## src/rtl/router_reg_param.sv

```systemverilog
// Input-side register stage of the router: latches the header, forwards payload
// bytes to the channel FIFOs, parks one byte while the FIFO is full, and checks the
// running XOR parity against the packet's parity byte.
module router_reg_param #(
   parameter int unsigned DATA_W = 8,
   parameter int unsigned ADDR_W = 2,
   parameter int unsigned NUM_CH = 3,
   parameter int unsigned PAR_EN = 1,
   parameter int unsigned CNT_W  = 8
) (
   input  logic              clk,
   input  logic              rstn,
   input  logic              i_pkt_valid,
   input  logic [DATA_W-1:0] i_din,
   input  logic              i_fifo_full,
   input  logic              i_rst_int_reg,
   input  logic              i_detect_add,
   input  logic              i_lfd_state,
   input  logic              i_ld_state,
   input  logic              i_laf_state,
   input  logic              i_full_state,
   output logic [DATA_W-1:0] o_dout,
   output logic              o_parity_done,
   output logic              o_low_pkt_valid,
   output logic              o_err,
   output logic [CNT_W-1:0]  o_err_cnt
);

   logic [DATA_W-1:0] r_header;
   logic [DATA_W-1:0] r_dout;
   logic [DATA_W-1:0] r_hold;
   logic              r_hold_valid;
   logic              r_low_pkt_valid;
   logic [DATA_W-1:0] r_int_par;
   logic [DATA_W-1:0] r_pkt_par;
   logic              r_parity_done;
   logic              r_parity_done_d1;
   logic              r_err;
   logic [CNT_W-1:0]  r_err_cnt;

   logic              w_addr_ok;
   logic              w_par_bad;
   logic              w_cnt_max;

   assign w_addr_ok = 32'(i_din[ADDR_W-1:0]) < NUM_CH;
   // Compare only in the cycle right after parity_done rises.
   assign w_par_bad = (PAR_EN != 0) && r_parity_done && !r_parity_done_d1 &&
                      (r_int_par != r_pkt_par);
   assign w_cnt_max = (r_err_cnt == {CNT_W{1'b1}});

   // Header latch: only a valid destination address is accepted.
   always_ff @(posedge clk) begin
      if (!rstn) begin
         r_header <= '0;
      end else if (i_detect_add && i_pkt_valid && w_addr_ok) begin
         r_header <= i_din;
      end
   end

   // Output byte path with a one-byte hold buffer for the FIFO-full case.
   always_ff @(posedge clk) begin
      if (!rstn) begin
         r_dout       <= '0;
         r_hold       <= '0;
         r_hold_valid <= 1'b0;
      end else if (i_lfd_state) begin
         r_dout <= r_header;
      end else if (i_ld_state && !i_fifo_full) begin
         r_dout <= i_din;
      end else if (i_ld_state && i_fifo_full) begin
         r_hold       <= i_din;
         r_hold_valid <= 1'b1;
      end else if (i_laf_state && r_hold_valid) begin
         r_dout       <= r_hold;
         r_hold_valid <= 1'b0;
      end
   end

   // Flags that pkt_valid dropped during load, i.e. the parity byte has arrived.
   always_ff @(posedge clk) begin
      if (!rstn) begin
         r_low_pkt_valid <= 1'b0;
      end else if (i_rst_int_reg) begin
         r_low_pkt_valid <= 1'b0;
      end else if (i_ld_state && !i_pkt_valid) begin
         r_low_pkt_valid <= 1'b1;
      end
   end

   // Running XOR over header and payload; a byte diverted into hold still counts.
   always_ff @(posedge clk) begin
      if (!rstn) begin
         r_int_par <= '0;
      end else if (i_detect_add) begin
         r_int_par <= '0;
      end else if (i_lfd_state && i_pkt_valid) begin
         r_int_par <= r_int_par ^ r_header;
      end else if (i_ld_state && i_pkt_valid && !i_full_state) begin
         r_int_par <= r_int_par ^ i_din;
      end
   end

   // Parity byte capture, directly or deferred through hold when the FIFO was full.
   always_ff @(posedge clk) begin
      if (!rstn) begin
         r_pkt_par     <= '0;
         r_parity_done <= 1'b0;
      end else if (i_detect_add) begin
         r_pkt_par     <= '0;
         r_parity_done <= 1'b0;
      end else if (i_ld_state && !i_pkt_valid && !i_fifo_full) begin
         r_pkt_par     <= i_din;
         r_parity_done <= 1'b1;
      end else if (i_laf_state && r_low_pkt_valid && !r_parity_done) begin
         r_pkt_par     <= r_hold;
         r_parity_done <= 1'b1;
      end
   end

   // Delayed parity_done for rising-edge detection.
   always_ff @(posedge clk) begin
      if (!rstn) begin
         r_parity_done_d1 <= 1'b0;
      end else begin
         r_parity_done_d1 <= r_parity_done;
      end
   end

   // Sticky per-packet error and saturating count of errored packets.
   always_ff @(posedge clk) begin
      if (!rstn) begin
         r_err     <= 1'b0;
         r_err_cnt <= '0;
      end else if (i_detect_add) begin
         r_err <= 1'b0;
      end else if (w_par_bad) begin
         r_err <= 1'b1;
         if (!w_cnt_max) begin
            r_err_cnt <= r_err_cnt + CNT_W'(1);
         end
      end
   end

   assign o_dout          = r_dout;
   assign o_parity_done   = r_parity_done;
   assign o_low_pkt_valid = r_low_pkt_valid;
   assign o_err           = r_err;
   assign o_err_cnt       = r_err_cnt;

endmodule

```

## config.mk

```make
export PLATFORM = sky130hd
export DESIGN_NAME = router_reg_param
export DESIGN_NICKNAME = d
export VERILOG_FILES = /design/src/rtl/router_reg_param.sv
export SDC_FILE = /design/constraint.sdc
export NUM_CORES = 1
export LEC_CHECK = 0
export CORE_ASPECT_RATIO = 0.8
export CORE_MARGIN = 8
export CORE_UTILIZATION = 34
export CTS_CLUSTER_SIZE = 10
export DETAILED_ROUTE_END_ITERATION = 10
export SLEW_MARGIN = 20
export SYNTH_ARGS = -nofsm -noshare
export SYNTH_HDL_FRONTEND = slang
export SYNTH_SLANG_ARGS = --single-unit
```

## constraint.sdc

```tcl
create_clock -name clk -period 2.6 [get_ports clk]
set_clock_uncertainty 0.15 [all_clocks]
set_input_delay 0.39 -clock clk [delete_from_list [all_inputs] [get_ports clk]]
set_output_delay 0.39 -clock clk [all_outputs]
set_load 0.03 [all_outputs]
```

==> results of run 1 <==
logic make-up after synthesis:
group           Yosys count  synth area share [%]
simple gates            108                  20.2
fa+ha+maj                 1                 0.505
flops                    53                  42.8
xor+xnor                 16                  5.65
mux                      38                  15.3
buf+inv                  21                  3.48
compound gates           44                  12.0
metrics by stage:
stage / hold slack (ns) / total power (uW) / setup WS (ns)
after floorplan: 0.298 / 988 / 0.558
after global placement: 0.318 / 1070 / 0.315
after detailed placement: 0.321 / 1070 / 0.296
after CTS: 0.336 / 1610 / 0.550
after global routing: 0.358 / 1660 / 0.434
final: 0.337 / 1580 / 0.566
synth_stat cells (2+ instances only):
| master | n |
|---|---|
| a211oi_1 | 8 |
| a21oi_1 | 12 |
| a32oi_1 | 5 |
| buf_1 | 2 |
| clkbuf_1 | 13 |
| dfxtp_1 | 53 |
| inv_1 | 5 |
| mux2i_1 | 38 |
| nand2_1 | 30 |
| nand2b_1 | 11 |
| nand3_1 | 14 |
| nand4_1 | 2 |
| nor2_1 | 37 |
| nor2b_1 | 2 |
| nor3_1 | 3 |
| nor4_1 | 2 |
| o21ai_0 | 14 |
| or4_1 | 2 |
| xnor2_1 | 8 |
| xor2_1 | 8 |
state kept, by name, indices dropped and copies added (netlist names):
| signal | flops |
|---|---|
| o_dout | 8 |
| o_err | 1 |
| o_err_cnt | 8 |
| o_low_pkt_valid | 1 |
| o_parity_done | 1 |
| r_header | 8 |
| r_hold | 8 |
| r_hold_valid | 1 |
| r_int_par | 8 |
| r_parity_done_d1 | 1 |
| r_pkt_par | 8 |
per-layer routing:
| layer | vias to the layer above | share of wire [%] |
|---|---|---|
| met3 | 5 | 5.0 |
| met2 | 44 | 45 |
| met1 | 979 | 49 |
| li1 | 1054 | - |
| met5 | - | 0 |
| met4 | 0 | 0.59 |
layout make-up:
cell class                 instances  area (um^2)
fill                             724         4150
clock inverter                     1         8.76
clock buffer                       7         96.3
timing repair buffer              47          443
tap                               90          113
sequential                        53         1060
multi-input combinational        207         1330
inverter                           5         18.8
critical path: stages (launching register included):
cell,delay [ns]
dfxtp_1,0.35
ha_1,0.25
nand3_1,0.11
o21bai_2,0.12
or4_1,0.52
or3_1,0.31
a21oi_1,0.15
worst paths after layout:
kind	depth (start not counted)	end	slack, ns
max	6	o_err_cnt[7]	0.57
min	2	r_hold[4]	0.34
max reg2reg	6	o_err_cnt[7]	0.57
min reg2reg	2	r_hold[4]	0.34
power by group:
group / leakage [uW] / switching [uW] / internal (uW)
clock network: 0.0000549 / 282 / 247
logic: 0.000693 / 116 / 89.8
registers: 0.000430 / 15.0 / 833
total: 0.00118 / 413 / 1170
==> flow_metrics.py, run 1 <==
metrics = {
    "logic_synthesis": {
        "synthTopCellsByArea": "dfxtp_1 (43%), mux2i_1 (15%), nor2_1 (5.6%)",
        "yosysTopAreaCell": "dfxtp_1",
        "syn-instance-count": 281,
        "synth_seq_cells": 53,
        "synth_area_mm2": 0.00248,
        "synth_nets": 300,
        "ys_types": 32,
        "synth_warnings": 0,
        "yosys.area.top_type_share_pct": 42.8,
        "async_flop_share_pct": 0,
        "syn_avg_cell_area_um2": 8.82,
        "synth_edf_count": 0,
        "synth_flop_cell": "dfxtp_1",
        "ys_seq_area_share_pct": 42.8,
    },
    "routing": {
        "drt_first_pass_iters": 4,
        "drt_iter0_markers": 103,
        "detail_route.wl_per_cell_um": 14.4,
        "drc": 0,
        "routed_via_density": 5.08,
        "antenna_left": 0,
        "num_vias": 2082,
        "routed_wl_mm": 5.90,
    },
    "sta": {
        "tightest_slew_ns": 0.685,
        "max_freq_ghz": 0.492,
        "fin_crit_sh_pct": 78.2,
        "slew_viol_final": 0,
        "fin_crit_ns": 2.03,
        "finalHoldViolCount": 0,
        "setup_violations": 0,
        "timing.slew.headroom_pct": 54.3,
        "rsz0062_at_grt": "false",
        "tns_ns": 0,
    },
    "place": {
        "io_buffers": 36,
        "dp.cells": 402,
        "gp_congestion": 0.794,
        "place_area_mm2": 0.00297,
        "dp_hpwl_mm": 4.32,
    },
    "pwr": {
        "ir_worst_vdd_v": 0.000210,
        "p_leak_uw": 0.00118,
        "power_density_mw_per_mm2": 515,
    },
    "floorplan": {
        "die_h_um": 92.4,
        "fp.dieArea_mm2": 0.0103,
        "coreArea_mm2": 0.00722,
        "fp-row-count": 28,
        "die-width_um": 111,
        "pin_count": 37,
        "floorplan.initialDensity_pct": 34.3,
    },
    "final_layout": {
        "final_util_pct": 42.6,
        "finalNetCount": 338,
        "antenna_cells": 0,
        "post-route-cell-area_mm2": 0.00307,
        "final_common_cell": "dfxtp_1",
        "area_growth_pct": 23.9,
        "stdcell_count": 410,
        "mostFrequentLayoutCells": "dfxtp_1 (53), mux2i_1 (38), nor2_1 (37)",
        "drive_above_1_share_pct": 7.50,
    },
    "global_routing": {
        "grt_pass1_wl_mm": 10.1,
        "met3_usage_pct": 3.62,
        "antenna_found_initial": 0,
        "grt_pass1_vias": 2026,
        "grt_util_met2_pct": 18.6,
        "busiest_layer": "met2",
        "grt_use_met1_pct": 15.6,
        "grt_start_max_net_pins": 30,
        "overflow": 0,
        "grt_usage_pct": 11.7,
    },
    "critical_path": {
        "cp-end-kind": "register",
        "cp.required_ns": 2.70,
        "crit_path_start": "o_err_cnt[0]",
        "reg2reg_from": "o_err_cnt[0]",
        "crit_type": "register to register",
        "path_max_fanout": 7,
        "critPathArrivalTime_ns": 2.13,
        "start_kind": "register",
    },
    "clock_network": {
        "cts-htree-levels": 2,
        "cts_buffers": 5,
        "post_cts_buffers": 0,
        "clockBufferDepth": 2,
        "cts_tree": "built",
        "clock-sinks": 53,
        "clkSlewWorstSetupHoldPaths_ns": 0.10,
        "cts_resized": 0,
        "ctsHoldBuffers": 0,
        "cts_root_buffer": "clkbuf_8",
        "clk_latency_ns": 0.31,
    },
    "worst_hold_path": {
        "hold_path.startpoint": "r_hold[4]",
        "worstHoldPathType": "register to register",
    },
    "flow_run": {
        "drv_cap": 0,
    },
    "outcome": {
        "run_status": "finished clean",
    },
}
No activity file was read; power rests on OpenSTA's default activity.
==> run 2, diff against run 1 <==
==> constraint.sdc (replaced) <==
create_clock -name clk -period 1.7 [get_ports clk]
set_clock_uncertainty 0.15 [all_clocks]
set_input_delay 0.255 -clock clk [delete_from_list [all_inputs] [get_ports clk]]
set_output_delay 0.255 -clock clk [all_outputs]
set_load 0.03 [all_outputs]
==> run 2 against run 1 <==
  * The flow now finishes with violations (negative setup slack)
  * Highest routed layer unchanged
  * Maximum frequency is 16% higher
  * Cell count grew 7.6%
  * First-iteration DRC count down 16%
  * Sequential cell count stayed put
==> flow_metrics.py, run 2 (synthesis results as in run 1) <==
metrics = {
    "routing": {
        "routed_via_density": 4.86,
        "drc": 0,
        "num_vias": 2144,
        "routed_wl_mm": 6.08,
        "detail_route.wl_per_cell_um": 13.8,
        "drt_iter0_markers": 87,
        "drt_first_pass_iters": 4,
        "antenna_left": 0,
    },
    "place": {
        "dp_slack_ns": -0.317,
        "dp_hpwl_mm": 4.60,
        "gp_congestion": 0.779,
        "dp.cells": 433,
        "io_buffers": 36,
    },
    "sta": {
        "tightest_slew_ns": 0.288,
        "fin_crit_ns": 1.76,
        "timing.slew.headroom_pct": 80.5,
        "max_freq_ghz": 0.568,
        "setup_violations": 2,
        "setup_ws_ns": -0.0604,
        "fin_crit_sh_pct": 104,
        "rsz0062_at_grt": "true",
        "slew_viol_final": 0,
        "finalHoldViolCount": 0,
    },
    "final_layout": {
        "finalNetCount": 369,
        "area_growth_pct": 38.5,
        "multi_input_area_mm2": 0.00142,
        "regArea_mm2": 0.00108,
        "drive_above_1_share_pct": 21.9,
        "stdcell_count": 441,
        "final_util_pct": 47.6,
        "mostFrequentLayoutCells": "dfxtp_1 (41), mux2i_1 (38), buf_4 (36)",
        "antenna_cells": 0,
        "final_common_cell": "dfxtp_1",
        "nFillCells": 720,
    },
    "floorplan": {
        "fp-row-count": 28,
        "die_h_um": 92.4,
        "fp.dieArea_mm2": 0.0103,
        "floorplan.initialDensity_pct": 34.3,
        "pin_count": 37,
        "die-width_um": 111,
        "coreArea_mm2": 0.00722,
    },
    "critical_path": {
        "cp-end-kind": "register",
        "path_max_fanout": 5,
        "crit_type": "register to register",
        "max_stage_delay_ns": 0.41,
        "critPathArrivalTime_ns": 1.84,
        "r2r_slack_ns": -0.06,
        "cp_cell_sequence": "ha_4 -> nand3_2 -> o21bai_4 -> or4_4 -> or3_1 -> a21oi_1",
        "crit_slowest_cell": "or4_4",
        "path_buf_inv": 0,
        "start_kind": "register",
        "cp.required_ns": 1.78,
        "cp_top_family": "simple AND/OR/NAND/NOR gates",
    },
    "global_routing": {
        "grt_pass1_vias": 2143,
        "grt_start_max_net_pins": 27,
        "antenna_found_initial": 0,
        "overflow": 0,
        "grt_pass1_wl_mm": 10.1,
        "grt_usage_pct": 11.8,
    },
    "clock_network": {
        "clock-sinks": 53,
        "clockBufferDepth": 2,
        "clk_latency_ns": 0.29,
        "cts_root_buffer": "clkbuf_8",
        "post_cts_buffers": 0,
        "clkSlewWorstSetupHoldPaths_ns": 0.09,
        "ctsHoldBuffers": 0,
        "cts_buffers": 5,
        "cts_tree": "built",
        "cts-htree-levels": 2,
    },
    "pwr": {
        "p_leak_uw": 0.00144,
        "power_density_mw_per_mm2": 686,
        "ir_worst_vdd_v": 0.000322,
    },
    "outcome": {
        "violations": "negative setup slack",
        "run_status": "finished, violations left",
    },
    "flow_run": {
        "drv_cap": 0,
    },
    "worst_hold_path": {
        "worstHoldPathType": "register to register",
    },
}
[run 2: power breakdown]
part           total [uW]  internal (uW)  switching, uW
combinational         381            185            196
sequential           1300           1270           24.2
clock                 678            294            385
total                2360           1750            605
[run 2: timing repair]
item                       CTS  global route
gates resized for setup     23            14
pin swaps                    1             6
setup endpoints to repair   25            25
[run 2: final cells by class]
class                   instances  share of cell area, %
multi-input cells             207                   41.4
inverters                       5                  0.547
flip-flops and latches         53                   31.5
clock buffers                   8                   2.33
well taps                      90                   3.28
repair buffers                 78                   20.9
[run 2: per-layer routing]
metal | global-route usage [%] | part of all wire (%) | wire length (um)
met1 | 14.8 | 49 | 2950
met2 | 19.6 | 48 | 2890
met3 | 3.10 | 3.3 | 203
met4 | 2.99 | 0.54 | 33
met5 | 0 | 0 | 0
[run 2: worst paths after layout]
| path | from | cells after the start | endpoint |
|---|---|---|---|
| min | r_hold[5] | 2 | r_hold[5] |
| max reg2reg | o_err_cnt[1] | 6 | o_err_cnt[7] |
| max | o_err_cnt[1] | 6 | o_err_cnt[7] |
| min reg2reg | r_hold[5] | 2 | r_hold[5] |
[run 2: worst min-delay path, delay by kind of cell, from the launching register on]
family,cells,cell delay (ns)
simple gates,1,0.06
compound gates,1,0.05
flops,1,0.33
[run 2: per-stage QoR]
| stage | TNS, ns | hold WS, ns | cell area [um^2] | total power (uW) |
|---|---|---|---|---|
| after floorplan | -0.114 | 0.184 | 2520 | 1510 |
| after global placement | -6.34 | 0.321 | 3310 | 1690 |
| after detailed placement | -7.05 | 0.314 | 3310 | 1700 |
| after CTS | -0.121 | 0.334 | 3380 | 2390 |
| after global routing | -0.347 | 0.359 | 3430 | 2480 |
| final | -0.113 | 0.331 | 3430 | 2360 |
